File: config.mk
export PLATFORM = sky130hd
export DESIGN_NAME = vector_lane
export DESIGN_NICKNAME = d
export VERILOG_FILES = /design/src/rtl/vector_lane.sv
export SDC_FILE = /design/constraint.sdc
export NUM_CORES = 1
export LEC_CHECK = 0
export ABC_AREA = 1
export CAP_MARGIN = 20
export CORE_UTILIZATION = 45
export DETAILED_ROUTE_END_ITERATION = 6
export PLACE_DENSITY = 0.85
export SYNTH_ARGS = -nofsm -noshare
export SYNTH_HDL_FRONTEND = slang
export SYNTH_SLANG_ARGS = --single-unit
File: constraint.sdc
create_clock -name clk_i -period 5.82 [get_ports clk_i]
set_clock_uncertainty 0.1 [all_clocks]
set_input_delay 0.582 -clock clk_i [delete_from_list [all_inputs] [get_ports clk_i]]
set_output_delay 0.582 -clock clk_i [all_outputs]
set_load 0.05 [all_outputs]
File: src/rtl/vector_lane.sv
// One lane of the vector accelerator: walks elements my_id_i, my_id_i+lanes_p, ...
// Optional build macro VECTOR_LANE_SATURATE_EN clamps ALU add/sub instead of wrapping.
module vector_lane #(
    parameter int els_p      = 32,
    parameter int vlen_p     = 8,
    parameter int vdw_p      = 8,
    parameter int lanes_p    = 2,
    parameter int op_width_p = 4,
    localparam int id_w_lp   = (lanes_p > 1) ? $clog2(lanes_p) : 1,
    localparam int addr_w_lp = (vlen_p > 1) ? $clog2(vlen_p) : 1
) (
    input  logic                  clk_i,
    input  logic                  reset_i,
    input  logic [id_w_lp-1:0]    my_id_i,
    input  logic [op_width_p-1:0] op_i,
    input  logic                  start_i,
    input  logic [vdw_p-1:0]      scalar_i,
    input  logic [vdw_p-1:0]      w_data_i,
    output logic [vdw_p-1:0]      r_data_o,
    output logic                  v_o,
    output logic                  done_o,
    output logic [addr_w_lp-1:0]  r_addr_o,
    input  logic [vdw_p-1:0]      r0_data_i,
    input  logic [vdw_p-1:0]      r1_data_i,
    output logic [addr_w_lp-1:0]  w_addr_o,
    output logic [vdw_p-1:0]      w_data_o,
    output logic                  w_en_o
);

    localparam int n_lp   = vlen_p / lanes_p;
    localparam int k_w_lp = (n_lp > 1) ? $clog2(n_lp) : 1;

    // Elaboration-time sanity checks on the configuration.
    if ((vlen_p % lanes_p) != 0 || els_p < 1 || op_width_p < 4) begin : g_bad_cfg
        $error("vector_lane: invalid parameter combination");
    end

    typedef enum logic [1:0] {
        IDLE,
        BUSY,
        DONE
    } state_e;

    state_e                  state_q, state_d;
    logic [k_w_lp-1:0]       k_q;
    logic [op_width_p-1:0]   op_q;
    logic [vdw_p-1:0]        scalar_q;

    logic [addr_w_lp-1:0]    elem_addr;
    logic [vdw_p-1:0]        opnd_a, opnd_b, alu_res;
    logic                    is_alu, is_read, is_write;

    always_ff @(posedge clk_i) begin
        if (reset_i) begin
            state_q  <= IDLE;
            k_q      <= '0;
            op_q     <= '0;
            scalar_q <= '0;
        end else begin
            state_q <= state_d;
            if (state_q == IDLE && start_i) begin
                op_q     <= op_i;
                scalar_q <= scalar_i;
                k_q      <= '0;
            end else if (state_q == BUSY) begin
                k_q <= k_q + 1'b1;
            end
        end
    end

    always_comb begin
        state_d = state_q;
        unique case (state_q)
            IDLE: if (start_i) state_d = BUSY;
            BUSY: if (k_q == k_w_lp'(n_lp - 1)) state_d = DONE;
            DONE: state_d = IDLE;
            default: state_d = IDLE;
        endcase
    end

    assign is_alu   = ~op_q[3];
    assign is_read  = (op_q == op_width_p'(4'b1000));
    assign is_write = (op_q == op_width_p'(4'b1001));

    assign elem_addr = addr_w_lp'(my_id_i) + addr_w_lp'(k_q * lanes_p);

    assign opnd_a = r0_data_i;
    assign opnd_b = op_q[2] ? scalar_q : r1_data_i;

`ifdef VECTOR_LANE_SATURATE_EN
    logic [vdw_p:0] sum_ext;
    assign sum_ext = {1'b0, opnd_a} + {1'b0, opnd_b};
`endif

    always_comb begin
        alu_res = '0;
        unique case (op_q[1:0])
`ifdef VECTOR_LANE_SATURATE_EN
            2'b00: alu_res = sum_ext[vdw_p] ? '1 : sum_ext[vdw_p-1:0];
            2'b01: alu_res = (opnd_a < opnd_b) ? '0 : opnd_a - opnd_b;
`else
            2'b00: alu_res = opnd_a + opnd_b;
            2'b01: alu_res = opnd_a - opnd_b;
`endif
            2'b10: alu_res = opnd_a * opnd_b;
            2'b11: alu_res = opnd_a;
            default: alu_res = '0;
        endcase
    end

    // Outputs decode directly from the registered state so reset clears them next cycle.
    always_comb begin
        r_addr_o = '0;
        w_addr_o = '0;
        w_en_o   = 1'b0;
        w_data_o = '0;
        v_o      = 1'b0;
        r_data_o = '0;
        done_o   = 1'b0;
        if (state_q == BUSY) begin
            r_addr_o = elem_addr;
            w_addr_o = elem_addr;
            if (is_alu) begin
                w_en_o   = 1'b1;
                w_data_o = alu_res;
            end else if (is_write) begin
                w_en_o   = 1'b1;
                w_data_o = w_data_i;
            end else if (is_read) begin
                v_o      = 1'b1;
                r_data_o = r0_data_i;
            end
        end else if (state_q == DONE) begin
            done_o = 1'b1;
        end
    end

endmodule

==> insert_results.sql, run 1 <==
INSERT INTO impl_metrics (metric_group, metric, value, unit) VALUES
('worst_setup_path', 'rr_endpoint', 'op_q[3]', ''),
('logic_synthesis', 'synthTopCellsByArea', 'sky130_fd_sc_hd__nand2_1, sky130_fd_sc_hd__ha_1, sky130_fd_sc_hd__dfxtp_1', ''),
('worst_setup_path', 'path_class', 'input port to output port', ''),
('pwr', 'total_leakage_power', '1.73', 'nW'),
('final_layout', 'post_route_cells_drive_above_1_share', '0.0849', ''),
('place', 'placed_area', '3260', 'sq um'),
('floorplanning', 'placeableCoreArea', '5510', 'sq um'),
('final_layout', 'syn2layout_area_growth', '31.3', '%'),
('sta', 'timing.final.hold_violations', '0', ''),
('floorplanning', 'row_count', '27', ''),
('clock_tree', 'root_buffer', 'sky130_fd_sc_hd__clkbuf_8', ''),
('worst_setup_path', 'critical_path_arrival', '4.97', 'ns'),
('route', 'top_layer_used', 'met4', ''),
('clock_tree', 'cts.path.max_buffers', '2', ''),
('hold_path', 'min_delay_worst_endpoint', 'scalar_q[0]', ''),
('pwr', 'p_total', '788', 'uW'),
('floorplanning', 'die_w', '77.6', 'um'),
('route', 'wl_per_cell', '12.7', 'um'),
('clock_tree', 'clock_tree.htree_level_count', '1', ''),
('logic_synthesis', 'synth_commonest_cells', 'sky130_fd_sc_hd__nand2_1, sky130_fd_sc_hd__inv_1, sky130_fd_sc_hd__nor2_1', ''),
('place', 'place_inst', '536', ''),
('logic_synthesis', 'synth_largest_type_area_fraction', '0.129', ''),
('final_layout', 'fin_area', '3370', 'sq um'),
('route', 'firstDrtPassIters', '6', ''),
('final_layout', 'antenna_cells', '0', ''),
('job', 'drv.max_cap_violation_count', '0', ''),
('clock_tree', 'cts_num_sinks', '16', ''),
('route', 'routed-wl-met2', '3370', 'um'),
('pwr', 'power_switching', '384', 'uW'),
('sta', 'rsz_0062_raised_after_global_routing', 'no', ''),
('status', 'run_status', 'finished clean', ''),
('final_layout', 'layout.filler_cells', '505', ''),
('global_routing', 'globalRoute.totalOverflow', '0', ''),
('worst_setup_path', 'worst-path-max-fanout', '5', ''),
('route', 'drc_errors', '0', ''),
('global_routing', 'grt_pass1_wl', '11700', 'um'),
('sta', 'fin_setup_tns', '0', 'ns'),
('sta', 'slew_headroom', '0.594', ''),
('worst_setup_path', 'worstSetupEndpointType', 'output port', ''),
('place', 'routabilityCongestion', '0.913', ''),
('sta', 'maxSlewViolCount', '0', ''),
('pwr', 'share_of_total_power_in_sequential_cells', '0.162', ''),
('route', 'dr_total_vias', '2789', ''),
('clock_tree', 'cts.reportedPaths.clkPinSlew', '0.06', 'ns'),
('clock_tree', 'cts_buffers', '3', ''),
('sta', 'fin_crit_sh', '0.972', ''),
('sta', 'max_slew.worst_pin.slew', '0.607', 'ns'),
('clock_tree', 'cts_tree', 'built', ''),
('route', 'met3_length', '546', 'um'),
('logic_synthesis', 'dominant_cell_by_count_in_the_synthesized_netlist', 'sky130_fd_sc_hd__nand2_1', ''),
('global_routing', 'vias_in_the_first_global_route', '2723', ''),
('logic_synthesis', 'ys_seq_area_frac', '0.125', ''),
('worst_setup_path', 'setup.reg_to_reg.worst_slack', '4.38', 'ns'),
('route', 'postRouteAntennaNets', '0', ''),
('pwr', 'irDropWorstVdd', '0.184', 'mV'),
('place', 'detailedPlacementHpwl', '5770', 'um'),
('logic_synthesis', 'synth_nets', '486', ''),
('route', 'detail_route.iter0.violations', '219', ''),
('route', 'wl_met1', '2790', 'um'),
('hold_path', 'min-delay-start', 'scalar_q[0]', ''),
('floorplanning', 'boundaryPins', '65', ''),
('route', 'via_per_inst', '5.14', ''),
('floorplanning', 'floorplan.die_area', '6010', 'sq um'),
('floorplanning', 'die_h', '77.6', 'um'),
('final_layout', 'multiInputGateArea', '1880', 'sq um'),
('sta', 'min_period', '5.66', 'ns'),
('logic_synthesis', 'mappedNetlistArea', '2570', 'sq um'),
('hold_path', 'worstHoldPathCells', '2', ''),
('global_routing', 'largest_net_degree_at_the_start_of_global_routing', '24', ''),
('logic_synthesis', 'yosysTopAreaCell', 'sky130_fd_sc_hd__nand2_1', ''),
('worst_setup_path', 'r2r.worst_path.cells', '5', '');
==> cell usage in the layout, fill, tap and decap left out, types with 5 or more instances in the layout <==
cell	Yosys	final
sky130_fd_sc_hd__xor2_1	10	10
sky130_fd_sc_hd__nand2_1	88	87
sky130_fd_sc_hd__nor2_1	46	46
sky130_fd_sc_hd__fa_1	13	12
sky130_fd_sc_hd__a21oi_1	27	26
sky130_fd_sc_hd__o21ai_0	26	26
sky130_fd_sc_hd__nand2_2	7	8
sky130_fd_sc_hd__ha_1	26	25
sky130_fd_sc_hd__inv_1	78	78
sky130_fd_sc_hd__dfxtp_1	16	15
sky130_fd_sc_hd__buf_4	4	9
sky130_fd_sc_hd__xnor2_1	5	5
sky130_fd_sc_hd__nand3_1	26	26
sky130_fd_sc_hd__clkdlybuf4s50_1	0	59
==> metal layers <==
metal | up-vias | global-route usage
li1 | 1401 | -
met1 | 1254 | 0.284
met2 | 118 | 0.439
met3 | 16 | 0.0200
met4 | 0 | 0.0943
met5 | - | 0
==> sequential cells by signal, summed over array words and instances, names as in the netlist <==
register,cells
scalar_q,8
op_q,4
k_q,2
state_q,2
==> stage by stage <==
step / util / hold slack [ns] / worst slack (ns)
after floorplan: - / 0.329 / 0.691
after global placement: 0.592 / 0.340 / 0.198
after detailed placement: 0.592 / 0.346 / 0.0698
after CTS: 0.602 / 0.355 / 0.0620
after global routing: 0.612 / 0.389 / 0.0185
final: 0.612 / 0.353 / 0.164
==> cells by family after synthesis <==
family                     Yosys count  share of synthesized area
and+or+nand+nor                    176                      0.296
buffers and inverters               94                      0.155
AOI/OAI and AO/OA                   67                      0.145
adders and majority gates           39                      0.228
DFF                                 16                      0.125
xor gates and xnor gates            15                     0.0511
==> worst max-delay path by stage <==
stage / to / slack (ns) / cells after the start
finish: w_data_o[7] / 0.16 / 22
global route: w_data_o[7] / 0.02 / 22
CTS: w_data_o[7] / 0.06 / 21
detailed placement: w_data_o[7] / 0.07 / 22
global placement: w_data_o[7] / 0.20 / 22
floorplan: w_data_o[7] / 0.69 / 20
==> power groups by stage <==
| stage | Clock, mW | Combinational [mW] | Sequential, mW |
|---|---|---|---|
| after floorplan | 0 | 0.392 | 0.125 |
| after global placement | 0 | 0.519 | 0.129 |
| after detailed placement | 0 | 0.536 | 0.130 |
| after CTS | 0.0980 | 0.539 | 0.127 |
| after global routing | 0.101 | 0.629 | 0.129 |
| final | 0.0969 | 0.564 | 0.128 |
==> layout make-up <==
cell class,instances,area share
multi-input cells,297,0.557
flip-flops and latches,16,0.0954
well taps,72,0.0267
inverters,83,0.0939
clock buffers,4,0.0163
repair buffers,71,0.211
==> repair_timing <==
action | 4_1_cts | 5_1_grt
setup endpoints to repair | 0 | 1
resized for setup | 0 | 7
setup buffers | 0 | 3
==> critical path, stage by stage <==
cell and delay, ns:
sky130_fd_sc_hd__clkdlybuf4s50_1 0.45, sky130_fd_sc_hd__inv_1 0.07, sky130_fd_sc_hd__o21ai_4 0.21, sky130_fd_sc_hd__nand2_1 0.10
sky130_fd_sc_hd__fa_2 0.35, sky130_fd_sc_hd__fa_1 0.54, sky130_fd_sc_hd__inv_1 0.06, sky130_fd_sc_hd__fa_1 0.48
sky130_fd_sc_hd__inv_1 0.06, sky130_fd_sc_hd__fa_1 0.54, sky130_fd_sc_hd__inv_1 0.07, sky130_fd_sc_hd__ha_4 0.25
sky130_fd_sc_hd__a21oi_2 0.11, sky130_fd_sc_hd__nand2_1 0.07, sky130_fd_sc_hd__xor2_1 0.19, sky130_fd_sc_hd__nand3_1 0.13
sky130_fd_sc_hd__nand2_2 0.11, sky130_fd_sc_hd__nand3_1 0.09, sky130_fd_sc_hd__nand3_1 0.09, sky130_fd_sc_hd__nand2_1 0.07
sky130_fd_sc_hd__a21oi_2 0.19, sky130_fd_sc_hd__buf_12 0.16
(Power assumes the default switching activity.)
==> run 2, diff against run 1 <==
Settings changed: REMOVE_ABC_BUFFERS set to 1.
==> insert_results.sql, run 2 (synthesized netlist as in run 1, its figures left out) <==
INSERT INTO impl_metrics (metric_group, metric, value, unit) VALUES
('clock_tree', 'cts_buffers', '3', ''),
('floorplanning', 'initial_core_util', '0.466', ''),
('route', 'dr_total_vias', '2803', ''),
('route', 'routed-wl-met2', '3440', 'um'),
('place', 'port_buffers', '64', ''),
('global_routing', 'groute.usage.overall', '0.241', ''),
('route', 'top_layer_used', 'met4', ''),
('sta', 'timing.final.hold_violations', '0', ''),
('clock_tree', 'cts.path.max_buffers', '2', ''),
('route', 'wl_met1', '2990', 'um'),
('worst_setup_path', 'worst-path-max-fanout', '5', ''),
('global_routing', 'number_of_antenna_violations_at_the_first_check_in_global_routing', '0', ''),
('clock_tree', 'cts_tree', 'built', ''),
('worst_setup_path', 'path_class', 'input port to output port', ''),
('route', 'postRouteAntennaNets', '0', ''),
('route', 'firstDrtPassIters', '5', ''),
('worst_setup_path', 'worstSetupEndpointType', 'output port', ''),
('place', 'detailedPlacementHpwl', '5740', 'um'),
('sta', 'maxSlewViolCount', '0', ''),
('final_layout', 'final_common_cell', 'sky130_fd_sc_hd__nand2_1', ''),
('floorplanning', 'floorplan.die_area', '6010', 'sq um'),
('pwr', 'total_leakage_power', '1.71', 'nW'),
('global_routing', 'grt_pass1_wl', '11700', 'um'),
('place', 'preCtsSetupSlack', '0.181', 'ns'),
('final_layout', 'top_library_cells_by_usage_in_the_layout_fill_and_taps_aside', 'sky130_fd_sc_hd__nand2_1, sky130_fd_sc_hd__inv_1, sky130_fd_sc_hd__clkdlybuf4s50_1, sky130_fd_sc_hd__nor2_1', ''),
('floorplanning', 'die_w', '77.6', 'um'),
('sta', 'max_slew.worst_pin.slew', '0.621', 'ns'),
('sta', 'min_period', '5.57', 'ns'),
('final_layout', 'utilization', '0.609', ''),
('sta', 'fin_setup_tns', '0', 'ns'),
('sta', 'layout_setup_ws', '0.247', 'ns'),
('clock_tree', 'cts.reportedPaths.clkPinSlew', '0.06', 'ns'),
('sta', 'slew_headroom', '0.585', ''),
('final_layout', 'post_layout_nonfiller_instances', '541', ''),
('clock_tree', 'clock_tree.htree_level_count', '1', ''),
('final_layout', 'syn2layout_area_growth', '30.5', '%'),
('route', 'via_per_inst', '5.18', ''),
('floorplanning', 'row_count', '27', ''),
('floorplanning', 'boundaryPins', '65', ''),
('final_layout', 'reg_top3', 'scalar_q x8, op_q x4', ''),
('pwr', 'p_per_area', '230', 'nW/um^2'),
('worst_setup_path', 'critical_path_required', '5.14', 'ns'),
('pwr', 'irDropWorstVdd', '0.146', 'mV'),
('clock_tree', 'ctsHoldBuffers', '0', ''),
('sta', 'clock.fmax', '179', 'MHz'),
('route', 'totalWireLength', '7080', 'um'),
('sta', 'fin_crit_sh', '0.958', ''),
('final_layout', 'post_route_cells_drive_above_1_share', '0.0810', ''),
('clock_tree', 'clk_latency', '0.24', 'ns'),
('global_routing', 'globalRoute.totalOverflow', '0', ''),
('job', 'drv.max_cap_violation_count', '0', ''),
('global_routing', 'largest_net_degree_at_the_start_of_global_routing', '24', ''),
('global_routing', 'vias_in_the_first_global_route', '2667', ''),
('route', 'met3_length', '438', 'um'),
('clock_tree', 'root_buffer', 'sky130_fd_sc_hd__clkbuf_8', ''),
('worst_setup_path', 'critical_path_arrival', '4.89', 'ns'),
('clock_tree', 'cts_num_sinks', '16', ''),
('final_layout', 'finalNetCount', '550', ''),
('hold_path', 'timing.hold.worst.class', 'flop to flop', ''),
('route', 'wl_per_cell', '13.1', 'um'),
('route', 'drc_errors', '0', ''),
('place', 'place_inst', '537', ''),
('sta', 'setup_violations', '0', ''),
('status', 'run_status', 'finished clean', ''),
('route', 'detail_route.iter0.violations', '246', ''),
('floorplanning', 'placeableCoreArea', '5510', 'sq um'),
('worst_setup_path', 'startpoint_type', 'input port', ''),
('place', 'routabilityCongestion', '0.974', ''),
('floorplanning', 'die_h', '77.6', 'um'),
('final_layout', 'largest_reg_flops', '8', ''),
('final_layout', 'antenna_cells', '0', ''),
('final_layout', 'largest_register', 'scalar_q', '');
[run 2: cell count changes in the layout (fill, tap and decap cells not counted), sizes merged]
cell / change
buf: -1
clkbuf: -1
clkdlybuf4s50: +1
dlymetal6s2s: -1
[run 2: worst paths after layout]
path | slack, ns | to | startpoint | cells after the start
setup / recovery | 0.25 | w_data_o[7] | r1_data_i[2] | 22
hold / removal | 0.35 | scalar_q[5] | scalar_q[5] | 2
setup reg to reg | 4.33 | k_q[0] | state_q[0] | 4
hold reg to reg | 0.35 | scalar_q[5] | scalar_q[5] | 2
[run 2: repair_timing]
item / in CTS / in global routing
resized for setup: 0 / 6
hold endpoints to repair: 0 / 0
setup endpoints to repair: 0 / 1
setup buffers: 0 / 1
[run 2: final cells by class]
class	instances	area [sq um]
tap	72	90.1
sequential	16	322
fill	499	2150
timing repair buffer	70	701
inverter	83	317
multi-input combinational	297	1880
clock buffer	3	41.3
[run 2: routing by layer]
layer | vias up | track usage
li1 | 1394 | -
met1 | 1255 | 0.299
met2 | 125 | 0.423
met3 | 29 | 0.0188
met4 | 0 | 0.108
met5 | - | 0
[run 2: report_power, final]
part | switching (mW) | leakage, nW | internal [mW]
combinational | 0.341 | 1.55 | 0.224
sequential | 0.00857 | 0.132 | 0.119
clock | 0.0339 | 0.0216 | 0.0458
total | 0.384 | 1.71 | 0.389
[run 2: worst max-delay path, stage by stage]
cell and delay, ns:
sky130_fd_sc_hd__clkdlybuf4s50_1 0.45, sky130_fd_sc_hd__inv_1 0.08, sky130_fd_sc_hd__o21ai_4 0.21, sky130_fd_sc_hd__nand2_1 0.10
sky130_fd_sc_hd__fa_2 0.35, sky130_fd_sc_hd__fa_1 0.53, sky130_fd_sc_hd__inv_1 0.05, sky130_fd_sc_hd__fa_1 0.47
sky130_fd_sc_hd__inv_1 0.05, sky130_fd_sc_hd__fa_1 0.52, sky130_fd_sc_hd__inv_1 0.06, sky130_fd_sc_hd__ha_4 0.28
sky130_fd_sc_hd__nand3_1 0.07, sky130_fd_sc_hd__nand2_1 0.13, sky130_fd_sc_hd__xor2_2 0.18, sky130_fd_sc_hd__nand3_1 0.09
sky130_fd_sc_hd__nand2_1 0.09, sky130_fd_sc_hd__nand3_1 0.08, sky130_fd_sc_hd__nand3_1 0.09, sky130_fd_sc_hd__nand2_1 0.07
sky130_fd_sc_hd__a21oi_2 0.19, sky130_fd_sc_hd__buf_12 0.16
[run 2: stage by stage]
stage | power [mW] | cell area (sq um) | hold WS (ns)
final | 0.772 | 3350 | 0.353
after global routing | 0.848 | 3350 | 0.388
after CTS | 0.747 | 3310 | 0.357
after detailed placement | 0.664 | 3270 | 0.348
after global placement | 0.644 | 3270 | 0.338
after floorplan | 0.509 | 2490 | 0.329
==> run 3, diff against run 2 <==
Settings changed: DONT_BUFFER_PORTS set to 1, PLACE_DENSITY 0.85 to 0.71.
==> insert_results.sql, run 3 (synthesized netlist as in run 1, its figures left out) <==
INSERT INTO impl_metrics (metric_group, metric, value, unit) VALUES
('route', 'totalWireLength', '6450', 'um'),
('worst_setup_path', 'worstSetupEndpointType', 'output port', ''),
('route', 'dr_total_vias', '2483', ''),
('final_layout', 'post_route_cells_drive_above_1_share', '0.0746', ''),
('sta', 'slew_headroom', '0.264', ''),
('global_routing', 'grt_pass1_wl', '10900', 'um'),
('clock_tree', 'cts_num_sinks', '16', ''),
('sta', 'fin_crit_sh', '0.942', ''),
('route', 'via_per_inst', '5.24', ''),
('place', 'preCtsSetupSlack', '0.414', 'ns'),
('job', 'drv.max_cap_violation_count', '0', ''),
('sta', 'fin_setup_tns', '0', 'ns'),
('global_routing', 'globalRoute.totalOverflow', '0', ''),
('final_layout', 'antenna_cells', '0', ''),
('clock_tree', 'root_buffer', 'sky130_fd_sc_hd__clkbuf_8', ''),
('pwr', 'p_total', '679', 'uW'),
('pwr', 'irDropWorstVdd', '0.157', 'mV'),
('hold_path', 'timing.hold.worst.class', 'input port to flop', ''),
('pwr', 'p_per_area', '256', 'nW/um^2'),
('floorplanning', 'die_w', '77.6', 'um'),
('worst_setup_path', 'path_class', 'flop to output port', ''),
('global_routing', 'largest_net_degree_at_the_start_of_global_routing', '24', ''),
('final_layout', 'final_common_cell', 'sky130_fd_sc_hd__nand2_1', ''),
('sta', 'clock.fmax', '182', 'MHz'),
('sta', 'maxSlewViolCount', '0', ''),
('pwr', 'total_leakage_power', '1.44', 'nW'),
('floorplanning', 'die_h', '77.6', 'um'),
('place', 'detailedPlacementHpwl', '5410', 'um'),
('sta', 'setup_violations', '0', ''),
('floorplanning', 'row_count', '27', ''),
('clock_tree', 'clk_latency', '0.24', 'ns'),
('route', 'postRouteAntennaNets', '0', ''),
('final_layout', 'layout.filler_cells', '579', ''),
('route', 'drc_errors', '0', ''),
('worst_setup_path', 'critical_path_required', '5.14', 'ns'),
('global_routing', 'number_of_antenna_violations_at_the_first_check_in_global_routing', '0', ''),
('worst_setup_path', 'startpoint_type', 'flop', ''),
('sta', 'timing.final.hold_violations', '0', ''),
('sta', 'layout_setup_ws', '0.340', 'ns'),
('status', 'run_status', 'finished clean', ''),
('place', 'port_buffers', '0', ''),
('clock_tree', 'post-cts-setup-buffer-count', '0', ''),
('global_routing', 'vias_in_the_first_global_route', '2401', ''),
('final_layout', 'syn2layout_area_growth', '3.12', '%'),
('sta', 'max_slew.worst_pin.slew', '1.10', 'ns'),
('sta', 'rsz_0062_raised_after_global_routing', 'no', ''),
('final_layout', 'largest_reg_flops', '8', ''),
('floorplanning', 'boundaryPins', '65', ''),
('route', 'detail_route.iter0.violations', '113', ''),
('clock_tree', 'cts_buffers', '3', ''),
('final_layout', 'finalNetCount', '483', ''),
('floorplanning', 'initial_core_util', '0.466', ''),
('clock_tree', 'cts_tree', 'built', ''),
('floorplanning', 'floorplan.die_area', '6010', 'sq um'),
('clock_tree', 'ctsHoldBuffers', '0', ''),
('worst_setup_path', 'critical_path_arrival', '4.80', 'ns'),
('final_layout', 'reg_top3', 'scalar_q x8, op_q x4', ''),
('clock_tree', 'cts.reportedPaths.clkPinSlew', '0.06', 'ns'),
('final_layout', 'post_layout_nonfiller_instances', '474', ''),
('route', 'firstDrtPassIters', '4', ''),
('global_routing', 'groute.usage.overall', '0.225', ''),
('place', 'routabilityCongestion', '0.903', ''),
('worst_setup_path', 'worst-path-max-fanout', '17', ''),
('clock_tree', 'cts.path.max_buffers', '2', ''),
('sta', 'min_period', '5.48', 'ns'),
('floorplanning', 'placeableCoreArea', '5510', 'sq um'),
('final_layout', 'top_library_cells_by_usage_in_the_layout_fill_and_taps_aside', 'sky130_fd_sc_hd__nand2_1, sky130_fd_sc_hd__inv_1, sky130_fd_sc_hd__nor2_1, sky130_fd_sc_hd__a21oi_1', ''),
('place', 'place_inst', '471', ''),
('clock_tree', 'clock_tree.htree_level_count', '1', ''),
('route', 'wl_per_cell', '13.6', 'um'),
('final_layout', 'largest_register', 'scalar_q', '');
run 3: what timing repair did:
| item | in CTS | in global routing |
|---|---|---|
| endpoints found under the hold margin | 0 | 0 |
| gates resized for setup | 0 | 1 |
| setup endpoints to repair | 0 | 1 |
run 3: metrics by stage:
stage	instance area, sq um	util	hold WS, ns
2_1_floorplan	2490	-	0.329
3_5_place_dp	2610	0.473	0.347
3_3_place_gp	2610	0.473	0.346
5_1_grt	2650	0.481	0.306
4_1_cts	2650	0.481	0.300
6_report	2650	0.481	0.305
run 3: layout make-up:
type / instances / area, sq um / share of cell area
clock buffers: 3 / 41.3 / 0.0156
flip-flops and latches: 16 / 322 / 0.121
inverters: 83 / 317 / 0.120
repair buffers: 3 / 22.5 / 0.00850
well taps: 72 / 90.1 / 0.0340
multi-input cells: 297 / 1860 / 0.701
run 3: final timing paths:
kind,from,end,slack [ns],cells past startpoint
worst min-delay path,reset_i,state_q[1],0.30,1
worst min register to register,scalar_q[0],scalar_q[0],0.36,2
worst max register to register,state_q[1],k_q[0],4.03,4
worst max-delay path,op_q[2],w_data_o[7],0.34,23
run 3: power by group:
group	total (mW)	switching [mW]	internal, mW	leakage, nW
logic	0.471	0.304	0.166	1.28
clock network	0.0812	0.0354	0.0458	0.0216
registers	0.127	0.00845	0.119	0.132
total	0.679	0.348	0.331	1.44
run 3: worst max-delay path: stages (launching register included):
cell	delay [ns]
sky130_fd_sc_hd__dfxtp_2	0.53
sky130_fd_sc_hd__nand2_1	0.15
sky130_fd_sc_hd__nand2_4	0.12
sky130_fd_sc_hd__nand2_1	0.09
sky130_fd_sc_hd__fa_1	0.48
sky130_fd_sc_hd__fa_1	0.55
sky130_fd_sc_hd__inv_1	0.05
sky130_fd_sc_hd__fa_1	0.47
sky130_fd_sc_hd__inv_1	0.05
sky130_fd_sc_hd__fa_1	0.53
sky130_fd_sc_hd__inv_1	0.04
sky130_fd_sc_hd__ha_1	0.32
sky130_fd_sc_hd__a21oi_1	0.13
sky130_fd_sc_hd__nand2_1	0.07
sky130_fd_sc_hd__xor2_1	0.17
sky130_fd_sc_hd__inv_1	0.06
sky130_fd_sc_hd__nand2_1	0.07
sky130_fd_sc_hd__nand2_1	0.09
sky130_fd_sc_hd__inv_1	0.07
sky130_fd_sc_hd__nand2_1	0.05
sky130_fd_sc_hd__nand3_1	0.06
sky130_fd_sc_hd__nand2_1	0.08
sky130_fd_sc_hd__a21oi_2	0.13
sky130_fd_sc_hd__buf_4	0.21
run 3: routing by layer:
| metal | track usage | wire (um) | up-vias |
|---|---|---|---|
| met2 | 0.402 | 3150 | 84 |
| li1 | - | - | 1266 |
| met5 | 0 | 0 | - |
| met1 | 0.286 | 2740 | 1123 |
| met3 | 0.0224 | 469 | 10 |
| met4 | 0.0642 | 92 | 0 |
